[src/rtl/bsg_vanilla_pkg.sv]
// Shared barrier definitions: direction encoding, root destination constant
// and the safe clog2 helper used to size the destination index.
package bsg_vanilla_pkg;

    typedef enum logic [2:0] {
        e_bar_p  = 3'd0,
        e_bar_w  = 3'd1,
        e_bar_e  = 3'd2,
        e_bar_n  = 3'd3,
        e_bar_s  = 3'd4,
        e_bar_rw = 3'd5,
        e_bar_re = 3'd6
    } barrier_dir_e;

    localparam int barrier_root_dest_gp = 0;

    // clog2 that never returns 0, so a one-entry index still has a bit
    function automatic int safe_clog2(input int x);
        return (x == 1) ? 1 : $clog2(x);
    endfunction

endpackage

[src/rtl/vanilla_barrier_consensus.sv]
// Parity-toggle consensus: out_r flips only when every masked source bit
// differs from it in the same cycle. An empty mask freezes out_r.
module vanilla_barrier_consensus
    import bsg_vanilla_pkg::*;
#(
    parameter int barrier_dirs_p = 7
) (
    input  logic                      clk_i,
    input  logic                      reset_i,
    input  logic [barrier_dirs_p-1:0] mask_i,
    input  logic [barrier_dirs_p-1:0] in_i,
    output logic                      out_o
);

    logic                      out_r;
    logic [barrier_dirs_p-1:0] sel;
    logic                      all_diff;
    logic                      flip;

    // Flip decision: all selected bits must sit at the opposite parity of out_r
    always_comb begin
        sel      = mask_i & in_i;
        all_diff = out_r ? (sel == '0) : (sel == mask_i);
        flip     = (mask_i != '0) && all_diff;
    end

    // Consensus parity register
    always_ff @(posedge clk_i or posedge reset_i) begin
        if (reset_i) begin
            out_r <= 1'b0;
        end else begin
            out_r <= out_r ^ flip;
        end
    end

    assign out_o = out_r;

endmodule

[src/rtl/vanilla_barrier_router.sv]
// Per-tile barrier reduction/broadcast node. Samples Pi and the neighbour
// links, reduces the masked sources into a parity bit broadcast on link_o,
// and returns Po either from the local reduction (root) or from the parent
// link. Optional perf counters are built when VANILLA_BARRIER_PERF_EN is
// defined; otherwise both counter outputs are tied to zero.
module vanilla_barrier_router
    import bsg_vanilla_pkg::*;
#(
    parameter  int barrier_dirs_p     = 7,
    parameter  int perf_width_p       = 32,
    localparam int barrier_lg_dirs_lp = safe_clog2(barrier_dirs_p + 1)
) (
    input  logic                          clk_i,
    input  logic                          reset_i,
    input  logic [barrier_dirs_p-1:0]     barrier_src_r_i,
    input  logic [barrier_lg_dirs_lp-1:0] barrier_dest_r_i,
    input  logic                          pi_i,
    input  logic [barrier_dirs_p-1:0]     link_i,
    output logic                          link_o,
    output logic                          po_o,
    output logic                          cfg_err_o,
    output logic [perf_width_p-1:0]       wait_cycles_o,
    output logic [perf_width_p-1:0]       barriers_done_o
);

    localparam int pad_w_lp = (1 << barrier_lg_dirs_lp) - barrier_dirs_p;
    localparam logic [barrier_lg_dirs_lp-1:0] dirs_lv_lp =
        barrier_lg_dirs_lp'(barrier_dirs_p);
    localparam logic [barrier_lg_dirs_lp-1:0] root_lv_lp =
        barrier_lg_dirs_lp'(barrier_root_dest_gp);

    logic [barrier_dirs_p-1:0]           in_r;
    logic [(1<<barrier_lg_dirs_lp)-1:0]  in_pad;
    logic                                out_r;
    logic                                po_r;
    logic                                po_n;
    logic                                cfg_err_r;
    logic                                dest_bad;
    logic                                dest_root;

    // Input stage: bit 0 carries the local Pi, link_i[0] is never looked at
    always_ff @(posedge clk_i or posedge reset_i) begin
        if (reset_i) begin
            in_r <= '0;
        end else begin
            in_r <= {link_i[barrier_dirs_p-1:1], pi_i};
        end
    end

    vanilla_barrier_consensus #(
        .barrier_dirs_p(barrier_dirs_p)
    ) consensus (
        .clk_i  (clk_i),
        .reset_i(reset_i),
        .mask_i (barrier_src_r_i),
        .in_i   (in_r),
        .out_o  (out_r)
    );

    // Po select: out-of-range destinations fall back to root behaviour
    always_comb begin
        in_pad    = {{pad_w_lp{1'b0}}, in_r};
        dest_bad  = (barrier_dest_r_i >= dirs_lv_lp);
        dest_root = (barrier_dest_r_i == root_lv_lp) || dest_bad;
        po_n      = dest_root ? out_r : in_pad[barrier_dest_r_i];
    end

    // Po register and sticky configuration error flag
    always_ff @(posedge clk_i or posedge reset_i) begin
        if (reset_i) begin
            po_r      <= 1'b0;
            cfg_err_r <= 1'b0;
        end else begin
            po_r      <= po_n;
            cfg_err_r <= cfg_err_r | dest_bad;
        end
    end

    assign link_o    = out_r;
    assign po_o      = po_r;
    assign cfg_err_o = cfg_err_r;

`ifdef VANILLA_BARRIER_PERF_EN
    logic [perf_width_p-1:0] wait_r;
    logic [perf_width_p-1:0] done_r;

    // Perf: saturating wait count while Pi and Po disagree, wrapping toggle count
    always_ff @(posedge clk_i or posedge reset_i) begin
        if (reset_i) begin
            wait_r <= '0;
            done_r <= '0;
        end else begin
            if ((pi_i != po_r) && (wait_r != '1)) begin
                wait_r <= wait_r + 1'b1;
            end
            if (po_n != po_r) begin
                done_r <= done_r + 1'b1;
            end
        end
    end

    assign wait_cycles_o   = wait_r;
    assign barriers_done_o = done_r;
`else
    assign wait_cycles_o   = '0;
    assign barriers_done_o = '0;
`endif

endmodule
[config.mk]
export PLATFORM = sky130hd
export DESIGN_NAME = vanilla_barrier_router
export DESIGN_NICKNAME = d
export VERILOG_FILES = /design/src/rtl/bsg_vanilla_pkg.sv /design/src/rtl/vanilla_barrier_consensus.sv /design/src/rtl/vanilla_barrier_router.sv
export SDC_FILE = /design/constraint.sdc
export NUM_CORES = 1
export LEC_CHECK = 0
export BUFFER_PORTS_ARGS = -buffer_cell sky130_fd_sc_hd__buf_2
export CORE_UTILIZATION = 41
export CTS_BUF_LIST = sky130_fd_sc_hd__clkbuf_4
export DETAILED_ROUTE_END_ITERATION = 12
export PLACE_DENSITY = 0.87
export SETUP_SLACK_MARGIN = 0.5
export SLEW_MARGIN = 15
export SYNTH_ARGS = -nofsm -noshare
export SYNTH_HDL_FRONTEND = slang
export SYNTH_HIERARCHICAL = 1
export SYNTH_SLANG_ARGS = --single-unit
[constraint.sdc]
create_clock -name clk_i -period 2.3 [get_ports clk_i]
set_clock_uncertainty 0.05 [all_clocks]
set_input_delay 0.575 -clock clk_i [delete_from_list [all_inputs] [get_ports clk_i]]
set_output_delay 0.575 -clock clk_i [all_outputs]
set_load 0.02 [all_outputs]
# Word level (Yosys, flattened, before mapping)

Index checks and enable logic that the tools add are counted.

$lt $le $gt $ge: 2
Eq/ne operators: 1
Muxes and demuxes: 4
Bitwise operators: 3
Reduce and logical (&&, ||, !) cells: 5

Operators with widths:

| operator             | number |
|---|---|
| $and A7 B7 Y7        | 1 |
| $eq A7 B7 Y1         | 1 |
| $logic_not A7 Y1     | 1 |
| $reduce_bool A7 Y1   | 1 |
| $lt A3 B4 Y1 const B | 1 |
| $bmux W1 S3          | 1 |
| $ge A3 B3 Y1 const B | 1 |
| $logic_not A3 Y1     | 1 |
| $mux W1              | 3 |
| $logic_and A1 B1 Y1  | 1 |
| $logic_or A1 B1 Y1   | 1 |
| $or A1 B1 Y1         | 1 |
| $xor A1 B1 Y1        | 1 |

Bits in registers: 10
Input bits: 20
Output and inout bits: 67

# Longest topological paths before layout

Word-level depth: 5
Gate-level depth with buffers: 4

# Cells and area by module

The synthesis kept the hierarchy.

By module, submodules not included:

| module                    | instances | cells each | area each (µm²) | seq. area each (µm²) |
|---|---|---|---|---|
| vanilla_barrier_router    | 1         | 85         | 792.0           | 225.2 |
| vanilla_barrier_consensus | 1         | 21         | 161.4           | 25.0 |

# Worst setup path before layout

No wires, ideal clock.

Path type: input-to-reg
Start point: input barrier_src_r_i[5]
End point: register consensus.out_r (netlist: consensus/out_o)
Arrival time: 1.518 ns
Data required time: 2.129 ns
Slack: 0.611 ns
Stages on the path: 4
Cells stage by stage: or4_4 > nor4_4 > nor4_1 > o22a_1

Word-level cells in the longest chain between the ends: 5

Ends and longest elaborated chain:

| item                                             | RTL line                        | RTL |
|---|---|---|
| start, declared                                  | vanilla_barrier_router.sv:15    | `input logic [barrier_dirs_p-1:0] barrier_src_r_i,` |
| $and A7 B7 Y7                                    | vanilla_barrier_consensus.sv:22 | `sel = mask_i & in_i;` |
| $eq A7 B7 Y1 or $logic_not A7 Y1 (tied branches) | vanilla_barrier_consensus.sv:23 | `all_diff = out_r ? (sel == '0) : (sel == mask_i);` |
| $mux W1                                          | vanilla_barrier_consensus.sv:23 |  |
| $logic_and A1 B1 Y1 (*)                          | vanilla_barrier_consensus.sv:24 | `flip = (mask_i != '0) && all_diff;` |
| $xor A1 B1 Y1 (*)                                | vanilla_barrier_consensus.sv:32 | `out_r <= out_r ^ flip;` |
| end signal, assigned                             | vanilla_barrier_consensus.sv:32 |  |
| end, declared                                    | vanilla_barrier_consensus.sv:15 | `logic out_r;` |

Every way passes the cells marked *; elsewhere a longest branch is shown, timed or not.

# Worst setup path in the final report

Same ends and word-level chain as after synthesis.

==> results_dict.tcl <==
set metrics [dict create \
    crit_path_max_fanout 3 \
    n_fill_cell 238 \
    post-cts-setup-buffers 0 \
    clk_latency_ps 260 \
    netlist_instances 106 \
    synth-seq-area-share_pct 26.2 \
    route.antenna.remaining_nets 0 \
    grt_pass1_wl_mm 1.88 \
    p_leak_nw 0.520 \
    min_period_ps 1600 \
    numClockSinks 10 \
    portBuffers 21 \
    synthArstFlopShare_pct 100 \
    crit_required_ps 2390 \
    syn2layout_area_growth_pct -8.14 \
    core_mm2 0.00221 \
    row_count 17 \
    initial_core_util_pct 43.1 \
    r2r_start "in_r[2]" \
    die_h_um 50.2 \
    dp_hpwl_mm 1.13 \
    grt-ovfl-total 0 \
    status "complete, no violations" \
    synth.area.top_cells "buf_4, dfrtp_1, inv_1" \
    r2r-end "consensus/out_o" \
    powerDensity_mw_per_mm2 560 \
    ys_ff_latch 10 \
    drt-total-wl_mm 1.22 \
    path_class "input port to flop" \
    synth_flop_cell "dfrtp_1" \
    antenna_found_initial 0 \
    drv_cap 0 \
    grt_pass1_vias 447 \
    place.gp.congestion 0.866 \
    setup_viol 0 \
    synth_most_common_cell "buf_4" \
    final-hold-violation-count 0 \
    drive_gt1_share_pct 21.5 \
    drtIter0Drc 7 \
    rsz0062_at_grt "no" \
    arrival_ps 1690 \
    ys_warn_count 6 \
    die_w_um 50.2 \
    htreeDepth 1 \
    ff2ff_setup_slack_ps 930 \
    routed_via_density 3.54 \
    syn_area_um2 953 \
    ctsResizeCount 0 \
    yosys.area.top_type "buf_4" \
    hp-class "input port to async pin" \
    drc 0 \
    reg2reg_depth 4 \
    yosysUniqueCellTypes 22 \
    vdd_ir_drop_max_v 0.000499 \
    fin_setup_tns_ps 0 \
    die-area_mm2 0.00252 \
    layout.nets 151 \
    critPathLaunchType "input port" \
    finish.utilization_pct 39.6 \
    holdBufCountCts 0 \
    slew_violations 0 \
    gr-usage-all-layers_pct 10.1 \
    wl_per_cell_um 7.73 \
    cts_tree "done" \
    clk_path_buf_depth 2 \
    antenna_cells 0 \
    first_pass_iters 6 \
    endpoint_kind "flop" \
    avgSynthCellArea_um2 8.99 \
    grt_max_degree 10 \
    synth_top_area_share_pct 50.4 \
    synth_common_cells "buf_4, dfrtp_1, inv_1" \
    ios 87 \
    fmaxAchievable_mhz 626 \
    cts_buffers 3 \
    synth_edf_count 0 \
    vias 560 \
    clk_pin_slew_ps 60 \
    root_buffer "clkbuf_4" \
    min_period_over_period_pct 69.5 \
]
==> layer usage <==
layer | up-vias | wire length, um | global-route usage [%]
met2 | 45 | 751 | 21.3
met1 | 252 | 365 | 8.85
met5 | - | 0 | 0
li1 | 261 | - | -
met3 | 2 | 85 | 1.82
met4 | 0 | 20 | 4.29
==> flip-flops by register name, summed over array words and instances (netlist names) <==
name             cells
cfg_err_o            1
consensus/out_o      1
in_r                 7
po_o                 1
==> worst max-delay path, stage by stage <==
cell and delay, ps:
buf_2 120, or4_4 540, nor4_4 160, nor4_1 90
o22a_1 200
==> power breakdown <==
group,total (mW),switching (mW),leakage (nW),internal [mW]
sequential,0.205,0.0127,0.113,0.192
clock,0.114,0.0519,0.0154,0.0622
combinational,0.172,0.134,0.392,0.0376
==> layout make-up <==
class	count	area, um2	share of cell area (%)
Clock buffer	3	22.5	2.57
Clock inverter	1	3.75	0.429
Inverter	8	30.0	3.43
Multi-Input combinational cell	87	429	49.0
Sequential cell	10	250	28.6
Tap cell	28	35.0	4.00
Timing Repair Buffer	21	105	12.0
==> how the worst max path moves through the flow <==
| stage | startpoint | endpoint | cells past startpoint |
|---|---|---|---|
| after global placement | barrier_src_r_i[5] | consensus/out_o | 5 |
| final | barrier_src_r_i[5] | consensus/out_o | 5 |
| after CTS | barrier_src_r_i[5] | consensus/out_o | 5 |
| after detailed placement | barrier_src_r_i[5] | consensus/out_o | 5 |
| after floorplan | barrier_src_r_i[5] | consensus/out_o | 4 |
| after global routing | barrier_src_r_i[5] | consensus/out_o | 5 |
==> logic make-up (layout without fill, tap and decap cells) <==
| logic type | count (synthesis) | in the layout | synth area share [%] |
|---|---|---|---|
| muxes | 3 | 3 | 4.46 |
| other | 1 | 64 | 0.393 |
| and+or+nand+nor | 12 | 12 | 9.06 |
| DFF | 10 | 10 | 26.2 |
| AOI/OAI and AO/OA | 8 | 8 | 6.30 |
| buffers and inverters | 72 | 33 | 53.5 |
==> cells in the final DEF, fill, tap and decap left out <==
cell type	Yosys	layout
a221oi_1	1	1
a22o_1	1	1
a22oi_1	1	1
and3_1	1	1
buf_2	0	21
clkbuf_4	0	3
clkinv_1	0	1
conb_1	1	64
dfrtp_1	10	10
inv_1	8	8
mux2i_1	2	2
mux4_2	1	1
nand2_1	3	3
nand2b_1	2	2
nand4_1	1	1
nor3_1	1	1
nor4_1	1	1
nor4_4	1	1
o21ai_0	1	1
o221ai_1	1	1
o22a_1	1	1
o22ai_1	2	2
or2_2	1	1
or4_4	1	1
==> through the flow <==
| step | instance area, um2 | setup WS (ps) | total power, mW | std cells | hold WS, ps |
|---|---|---|---|---|---|
| after global routing | 876 | 631 | 0.522 | 158 | 91.1 |
| after global placement | 850 | 448 | 0.376 | 154 | 369 |
| after detailed placement | 850 | 432 | 0.379 | 154 | 372 |
| after CTS | 876 | 701 | 0.494 | 158 | 95.4 |
| final | 876 | 701 | 0.491 | 158 | 103 |
| after floorplan | 1190 | 611 | 0.422 | 169 | 254 |
Power figures use the tool's default switching activity.
